<file path="config.mk">
export PLATFORM = sky130hd
export DESIGN_NAME = mem_access_ctrl
export DESIGN_NICKNAME = d
export VERILOG_FILES = /design/src/rtl/mem_access_ctrl.sv
export SDC_FILE = /design/constraint.sdc
export NUM_CORES = 1
export LEC_CHECK = 0
export CAP_MARGIN = 20
export CORE_MARGIN = 5
export CORE_UTILIZATION = 40
export DETAILED_ROUTE_END_ITERATION = 8
export PLACE_DENSITY = 0.79
export SLEW_MARGIN = 20
export SYNTH_ARGS = -nofsm -noshare
export SYNTH_HDL_FRONTEND = slang
export SYNTH_SLANG_ARGS = --single-unit
export TNS_END_PERCENT = 30
</file>
<file path="constraint.sdc">
create_clock -name Clk -period 2.2 [get_ports Clk]
set_input_delay 0.33 -clock Clk [delete_from_list [all_inputs] [get_ports Clk]]
set_output_delay 0.33 -clock Clk [all_outputs]
set_load 0.005 [all_outputs]
</file>
<file path="src/rtl/mem_access_ctrl.sv">
// -----------------------------------------------------------------------------
// mem_access_ctrl
//   Memory-access stage between the LC-3 control unit (ISDU) and an async
//   SRAM. Turns the ISDU's level-sensitive Mem_OE / Mem_WE strobes plus
//   MAR / MDR into sequenced active-low SRAM cycles with WAIT_CYCLES wait
//   states. It returns registered read data (MDR_In) and a one-cycle
//   Mem_Ready completion pulse.
//
// Ports
//   Clk, Reset          clock; synchronous active-low reset
//   Mem_OE, Mem_WE      read / write request levels from ISDU (write wins)
//   MAR, MDR            word address / write data
//   Data_from_SRAM      resolved SRAM read bus
//   SRAM_ADDR           latched address, MAR zero-extended
//   SRAM_*_N            active-low SRAM controls (CE, OE, WE, UB, LB)
//   Data_to_SRAM        latched write data
//   Data_drive_en       tristate enable for Data_to_SRAM
//   MDR_In              registered read data
//   Mem_Ready           one-cycle completion pulse
//   Busy                high whenever the FSM is not in IDLE
// -----------------------------------------------------------------------------
module mem_access_ctrl #(
    parameter int WAIT_CYCLES = 2,   // 1..15
    parameter int ADDR_W      = 20,
    parameter int DATA_W      = 16
) (
    input  logic              Clk,
    input  logic              Reset,
    input  logic              Mem_OE,
    input  logic              Mem_WE,
    input  logic [DATA_W-1:0] MAR,
    input  logic [DATA_W-1:0] MDR,
    input  logic [DATA_W-1:0] Data_from_SRAM,
    output logic [ADDR_W-1:0] SRAM_ADDR,
    output logic              SRAM_CE_N,
    output logic              SRAM_OE_N,
    output logic              SRAM_WE_N,
    output logic              SRAM_UB_N,
    output logic              SRAM_LB_N,
    output logic [DATA_W-1:0] Data_to_SRAM,
    output logic              Data_drive_en,
    output logic [DATA_W-1:0] MDR_In,
    output logic              Mem_Ready,
    output logic              Busy
);

    typedef enum logic [2:0] {
        IDLE,
        RD_ACT,
        RD_DONE,
        WR_SETUP,
        WR_PULSE,
        WR_HOLD,
        RELEASE
    } state_e;

    localparam logic [4:0] WAIT_L = 5'(WAIT_CYCLES);

    state_e            state_q, state_d;
    logic [3:0]        cnt_q, cnt_d;
    logic [ADDR_W-1:0] addr_q, addr_d;
    logic [DATA_W-1:0] wdata_q, wdata_d;
    logic [DATA_W-1:0] rdata_q, rdata_d;

    // Count of the cycle currently in progress (1..WAIT_CYCLES); one bit
    // wider than the counter so WAIT_CYCLES=15 cannot wrap.
    logic [4:0] cnt_inc;
    logic       last_cycle;

    assign cnt_inc    = {1'b0, cnt_q} + 5'd1;
    assign last_cycle = (cnt_inc >= WAIT_L);

    always_ff @(posedge Clk) begin
        if (!Reset) begin
            state_q <= IDLE;
            cnt_q   <= '0;
            addr_q  <= '0;
            wdata_q <= '0;
            rdata_q <= '0;
        end else begin
            state_q <= state_d;
            cnt_q   <= cnt_d;
            addr_q  <= addr_d;
            wdata_q <= wdata_d;
            rdata_q <= rdata_d;
        end
    end

    // Next-state logic. Strobes are only looked at in IDLE and RELEASE, so a
    // started access always runs to completion.
    always_comb begin
        state_d = state_q;
        cnt_d   = cnt_q;
        addr_d  = addr_q;
        wdata_d = wdata_q;
        rdata_d = rdata_q;

        unique case (state_q)
            IDLE: begin
                if (Mem_WE) begin
                    state_d = WR_SETUP;
                    addr_d  = ADDR_W'(MAR);
                    wdata_d = MDR;
                end else if (Mem_OE) begin
                    state_d = RD_ACT;
                    addr_d  = ADDR_W'(MAR);
                end
            end
            RD_ACT: begin
                cnt_d = cnt_inc[3:0];
                if (last_cycle) begin
                    rdata_d = Data_from_SRAM;
                    state_d = RD_DONE;
                end
            end
            RD_DONE:  state_d = RELEASE;
            WR_SETUP: state_d = WR_PULSE;
            WR_PULSE: begin
                cnt_d = cnt_inc[3:0];
                if (last_cycle) state_d = WR_HOLD;
            end
            WR_HOLD:  state_d = RELEASE;
            RELEASE: begin
                // Wait for the ISDU to drop its level so that one assertion
                // yields exactly one SRAM access.
                if (!Mem_OE && !Mem_WE) state_d = IDLE;
            end
            default:  state_d = IDLE;
        endcase

        // The counter restarts on every state entry.
        if (state_d != state_q) cnt_d = '0;
    end

    // Moore output decode from the state register only.
    always_comb begin
        SRAM_CE_N     = 1'b1;
        SRAM_OE_N     = 1'b1;
        SRAM_WE_N     = 1'b1;
        SRAM_UB_N     = 1'b1;
        SRAM_LB_N     = 1'b1;
        Data_drive_en = 1'b0;
        Mem_Ready     = 1'b0;
        Busy          = (state_q != IDLE);

        unique case (state_q)
            RD_ACT: begin
                SRAM_CE_N = 1'b0;
                SRAM_OE_N = 1'b0;
                SRAM_UB_N = 1'b0;
                SRAM_LB_N = 1'b0;
            end
            RD_DONE: begin
                SRAM_CE_N = 1'b0;
                SRAM_UB_N = 1'b0;
                SRAM_LB_N = 1'b0;
                Mem_Ready = 1'b1;
            end
            WR_SETUP: begin
                SRAM_CE_N     = 1'b0;
                SRAM_UB_N     = 1'b0;
                SRAM_LB_N     = 1'b0;
                Data_drive_en = 1'b1;
            end
            WR_PULSE: begin
                SRAM_CE_N     = 1'b0;
                SRAM_WE_N     = 1'b0;
                SRAM_UB_N     = 1'b0;
                SRAM_LB_N     = 1'b0;
                Data_drive_en = 1'b1;
            end
            WR_HOLD: begin
                SRAM_CE_N     = 1'b0;
                SRAM_UB_N     = 1'b0;
                SRAM_LB_N     = 1'b0;
                Data_drive_en = 1'b1;
                Mem_Ready     = 1'b1;
            end
            default: ;
        endcase
    end

    assign SRAM_ADDR    = addr_q;
    assign Data_to_SRAM = wdata_q;
    assign MDR_In       = rdata_q;

endmodule

</file>
==> impl_metrics.prom <==
# TYPE chip_impl_metric gauge
chip_impl_metric{name="die_area",unit="mm2"} 0.00737
chip_impl_info{name="crit_type",value="reg -> out"} 1
chip_impl_metric{name="timing.slew.headroom",unit="%"} 62.6
chip_impl_info{name="cp-end-kind",value="output pin"} 1
chip_impl_metric{name="clock_power_share",unit="%"} 18.5
chip_impl_metric{name="critical_path_required",unit="ps"} 1870
chip_impl_metric{name="comb_pwr_share",unit="%"} 39.2
chip_impl_metric{name="postSynthAreaPerCell",unit="um2"} 8.46
chip_impl_metric{name="hold_violations",unit=""} 0
chip_impl_metric{name="detail_route.wirelength",unit="mm"} 5.92
chip_impl_metric{name="drive_gt1_share",unit="%"} 7.53
chip_impl_metric{name="fmax",unit="MHz"} 472
chip_impl_metric{name="pwr-share-seq",unit="%"} 42.3
chip_impl_metric{name="postSynth.asyncResetShare",unit="%"} 0
chip_impl_info{name="yosys_most_used_dff",value="dfxtp_1"} 1
chip_impl_metric{name="drc_errors",unit=""} 0
chip_impl_metric{name="clk_path_buf_depth",unit=""} 2
chip_impl_metric{name="fin_cells",unit=""} 444
chip_impl_metric{name="cts_sinks",unit=""} 55
chip_impl_metric{name="largest_net_degree_at_the_start_of_global_routing",unit=""} 33
chip_impl_metric{name="whs_path_depth",unit=""} 2
chip_impl_info{name="hold_crit_path_type",value="in -> reg"} 1
chip_impl_metric{name="number_of_global_route_vias_before_repair",unit=""} 2048
chip_impl_metric{name="route.vias.total",unit=""} 2098
chip_impl_metric{name="die_w",unit="um"} 85.8
chip_impl_metric{name="dpl.cell_count",unit=""} 436
chip_impl_metric{name="buffer_ports.inserted",unit=""} 107
chip_impl_metric{name="detail_route.wl_per_cell",unit="um"} 13.3
chip_impl_metric{name="grt_use_total",unit="%"} 15.8
chip_impl_info{name="post_synth_main_area_contributors",value="dfxtp_1, nand2_1, a21boi_0"} 1
chip_impl_metric{name="synth_enable_flop_cells",unit=""} 0
chip_impl_metric{name="drt_first_pass_iters",unit=""} 4
chip_impl_metric{name="synth_simple_gate_area_share",unit="%"} 23.8
chip_impl_metric{name="grt_antenna_before_repair",unit=""} 0
chip_impl_metric{name="nNetsFinal",unit=""} 425
chip_impl_metric{name="flow.area_growth_from_synthesis",unit="%"} 50.8
chip_impl_metric{name="synth_compound_gate_area_share",unit="%"} 19.2
chip_impl_metric{name="layout.cell_area.non_filler",unit="mm2"} 0.00347
chip_impl_info{name="synth_top_family_by_area",value="simple AND/OR/NAND/NOR gates"} 1
chip_impl_metric{name="cellInternalPower",unit="mW"} 2.08
chip_impl_metric{name="clock_tree.htree_level_count",unit=""} 2
chip_impl_metric{name="postCtsSetupBuffers",unit=""} 0
chip_impl_metric{name="vias_per_cell",unit=""} 4.73
chip_impl_metric{name="die_height",unit="um"} 85.8
chip_impl_metric{name="yosys-mux-area-fraction",unit="%"} 0
chip_impl_metric{name="drv_cap",unit=""} 0
chip_impl_metric{name="cellPowerDensity",unit="mW/mm2"} 879
chip_impl_info{name="cts_root_buffer",value="clkbuf_8"} 1
chip_impl_metric{name="timing.final.ws_setup",unit="ps"} 81.7
chip_impl_metric{name="final-max-slew-violation-count",unit=""} 0
chip_impl_metric{name="finalCritPeriodShare",unit="%"} 96.3
chip_impl_info{name="post-synth-top-area-cell",value="dfxtp_1"} 1
chip_impl_metric{name="seq_area_frac_synth",unit="%"} 47.9
chip_impl_metric{name="weighted_congestion_at_the_end_of_routability_driven_global_placement",unit=""} 0.771
chip_impl_metric{name="clkTransAtPathRegs",unit="ps"} 90
chip_impl_info{name="run_status",value="finished clean"} 1
chip_impl_metric{name="yosysUniqueCellTypes",unit=""} 36
chip_impl_metric{name="mappedNetlistArea",unit="mm2"} 0.00230
chip_impl_metric{name="p_sw",unit="mW"} 0.967
chip_impl_metric{name="grt_overflow",unit=""} 0
chip_impl_metric{name="synthesis.instances",unit=""} 272
chip_impl_metric{name="synthXorXnorAreaFrac",unit="%"} 0.761
chip_impl_metric{name="grt_first_pass_wirelength",unit="mm"} 9.44
chip_impl_metric{name="final_number_of_setup_violating_endpoints",unit=""} 0
chip_impl_info{name="yosys-top-cells-count",value="nand2_1, dfxtp_1, a21boi_0"} 1
chip_impl_metric{name="core_outline_area",unit="mm2"} 0.00554
chip_impl_info{name="most_common_cell_in_the_netlist",value="nand2_1"} 1
chip_impl_metric{name="p_sw_share",unit="%"} 31.7
chip_impl_metric{name="peakVddDrop",unit="mV"} 0.548
chip_impl_metric{name="placed_area",unit="mm2"} 0.00336
chip_impl_info{name="tritoncts",value="done"} 1
chip_impl_metric{name="num_rows",unit=""} 27
chip_impl_metric{name="fin_util",unit="%"} 62.6
chip_impl_metric{name="synth_top_area_share",unit="%"} 47.9
chip_impl_metric{name="skew_pair_late_insertion_delay",unit="ps"} 300
chip_impl_metric{name="synth-adder-area-share",unit="%"} 1.09
chip_impl_metric{name="report.power.total",unit="mW"} 3.05
chip_impl_metric{name="ioPinCount",unit=""} 112
chip_impl_metric{name="r2r_cells",unit=""} 7
chip_impl_metric{name="ys_seq_elements",unit=""} 55
chip_impl_metric{name="hpwlAfterDp",unit="mm"} 4.44
chip_impl_metric{name="start_util",unit="%"} 41.5
chip_impl_metric{name="preCtsSetupSlack",unit="ps"} 336
chip_impl_metric{name="p_leak",unit="nW"} 1.25
chip_impl_metric{name="drt-initial-drc-count",unit=""} 81
chip_impl_metric{name="ys.warnings.count",unit=""} 0
chip_impl_metric{name="fill_cells",unit=""} 491
chip_impl_metric{name="numCtsBuffers",unit=""} 5
chip_impl_metric{name="final_critical_delay_including_setup_and_external_delays",unit="ps"} 2120
chip_impl_metric{name="crit_arrival",unit="ps"} 1790
chip_impl_metric{name="tightest_slew",unit="ps"} 560
chip_impl_metric{name="antenna_violating_nets_post_route",unit=""} 0
chip_impl_metric{name="timing.critical_path.fanout_max",unit=""} 10
chip_impl_metric{name="final.setup_skew",unit="ps"} 8.61
chip_impl_metric{name="antenna_cells",unit=""} 0
chip_impl_info{name="worst_setup_path_start_kind",value="flop"} 1
## placed cells by master (no fill, tap or decap), drive strengths merged, types with 2 or more instances in the layout
cell | netlist | routed
xnor2 | 2 | 2
and2 | 3 | 3
clkdlybuf4s50 | 0 | 106
nor3b | 4 | 4
o21ai | 22 | 22
dfxtp | 55 | 55
nor2 | 3 | 3
buf | 13 | 7
nor3 | 2 | 2
inv | 4 | 4
ha | 2 | 2
nand3 | 21 | 21
conb | 1 | 4
a21boi | 32 | 32
clkbuf | 11 | 7
or3 | 2 | 2
a21oi | 3 | 3
nand2 | 83 | 83
## worst max-delay path: stages (launching register included)
cell and delay (ps):
dfxtp_1 340, buf_6 150, inv_1 110, or3_2 430, clkdlybuf4s50_1 460
## metrics by stage
stage          hold WS [ps]  TNS [ps]
2_1_floorplan           431         0
3_3_place_gp            443         0
3_5_place_dp            451         0
4_1_cts                 426         0
5_1_grt                 431     -12.6
6_report                427         0
## area by class of cell
| class | count | area [um2] | area share, % |
|---|---|---|---|
| timing repair buffer | 113 | 1110 | 32.1 |
| sequential | 55 | 1100 | 31.8 |
| multi-input combinational | 192 | 1050 | 30.3 |
| tap | 72 | 90.1 | 2.60 |
| clock buffer | 7 | 86.3 | 2.49 |
| inverter | 4 | 15.0 | 0.433 |
| clock inverter | 1 | 8.76 | 0.252 |
## worst paths after layout
path | startpoint | to | slack (ps)
max | state_q[2] | SRAM_WE_N | 80
min | Reset | state_q[0] | 430
max reg2reg | cnt_q[1] | MDR_In[13] | 380
min reg2reg | MDR_In[11] | MDR_In[11] | 460
## sequential cells by signal, indices dropped and copies added (netlist names)
signal        cells
MDR_In           16
state_q           3
SRAM_ADDR        16
cnt_q             4
Data_to_SRAM     16
## repair_timing
action	in CTS	in global routing
hold buffers	0	0
setup endpoints to repair	0	5
gates resized for setup	0	4
## layer usage
layer  GRT usage, %  share of wire [%]
met3           4.80                7.5
met4           3.45               0.81
met2           28.0                 47
met1           18.8                 44
met5              0                  0
## power by group through the flow
| stage | clock, mW | sequential, mW | combinational, mW |
|---|---|---|---|
| 6_report | 0.564 | 1.29 | 1.20 |
| 3_5_place_dp | 0 | 1.31 | 1.21 |
| 4_1_cts | 0.592 | 1.28 | 1.22 |
| 5_1_grt | 0.632 | 1.31 | 1.32 |
| 2_1_floorplan | 0 | 1.28 | 0.637 |
| 3_3_place_gp | 0 | 1.30 | 1.19 |
## kinds of logic (layout without fill, tap and decap cells)
group | count (synthesis) | after routing
compound gates | 64 | 64
xor+xnor | 2 | 2
fa+ha+maj | 2 | 2
buf+inv | 28 | 125
flops | 55 | 55
other cells | 1 | 4
simple gates | 120 | 120
(Power assumes the default switching activity.)
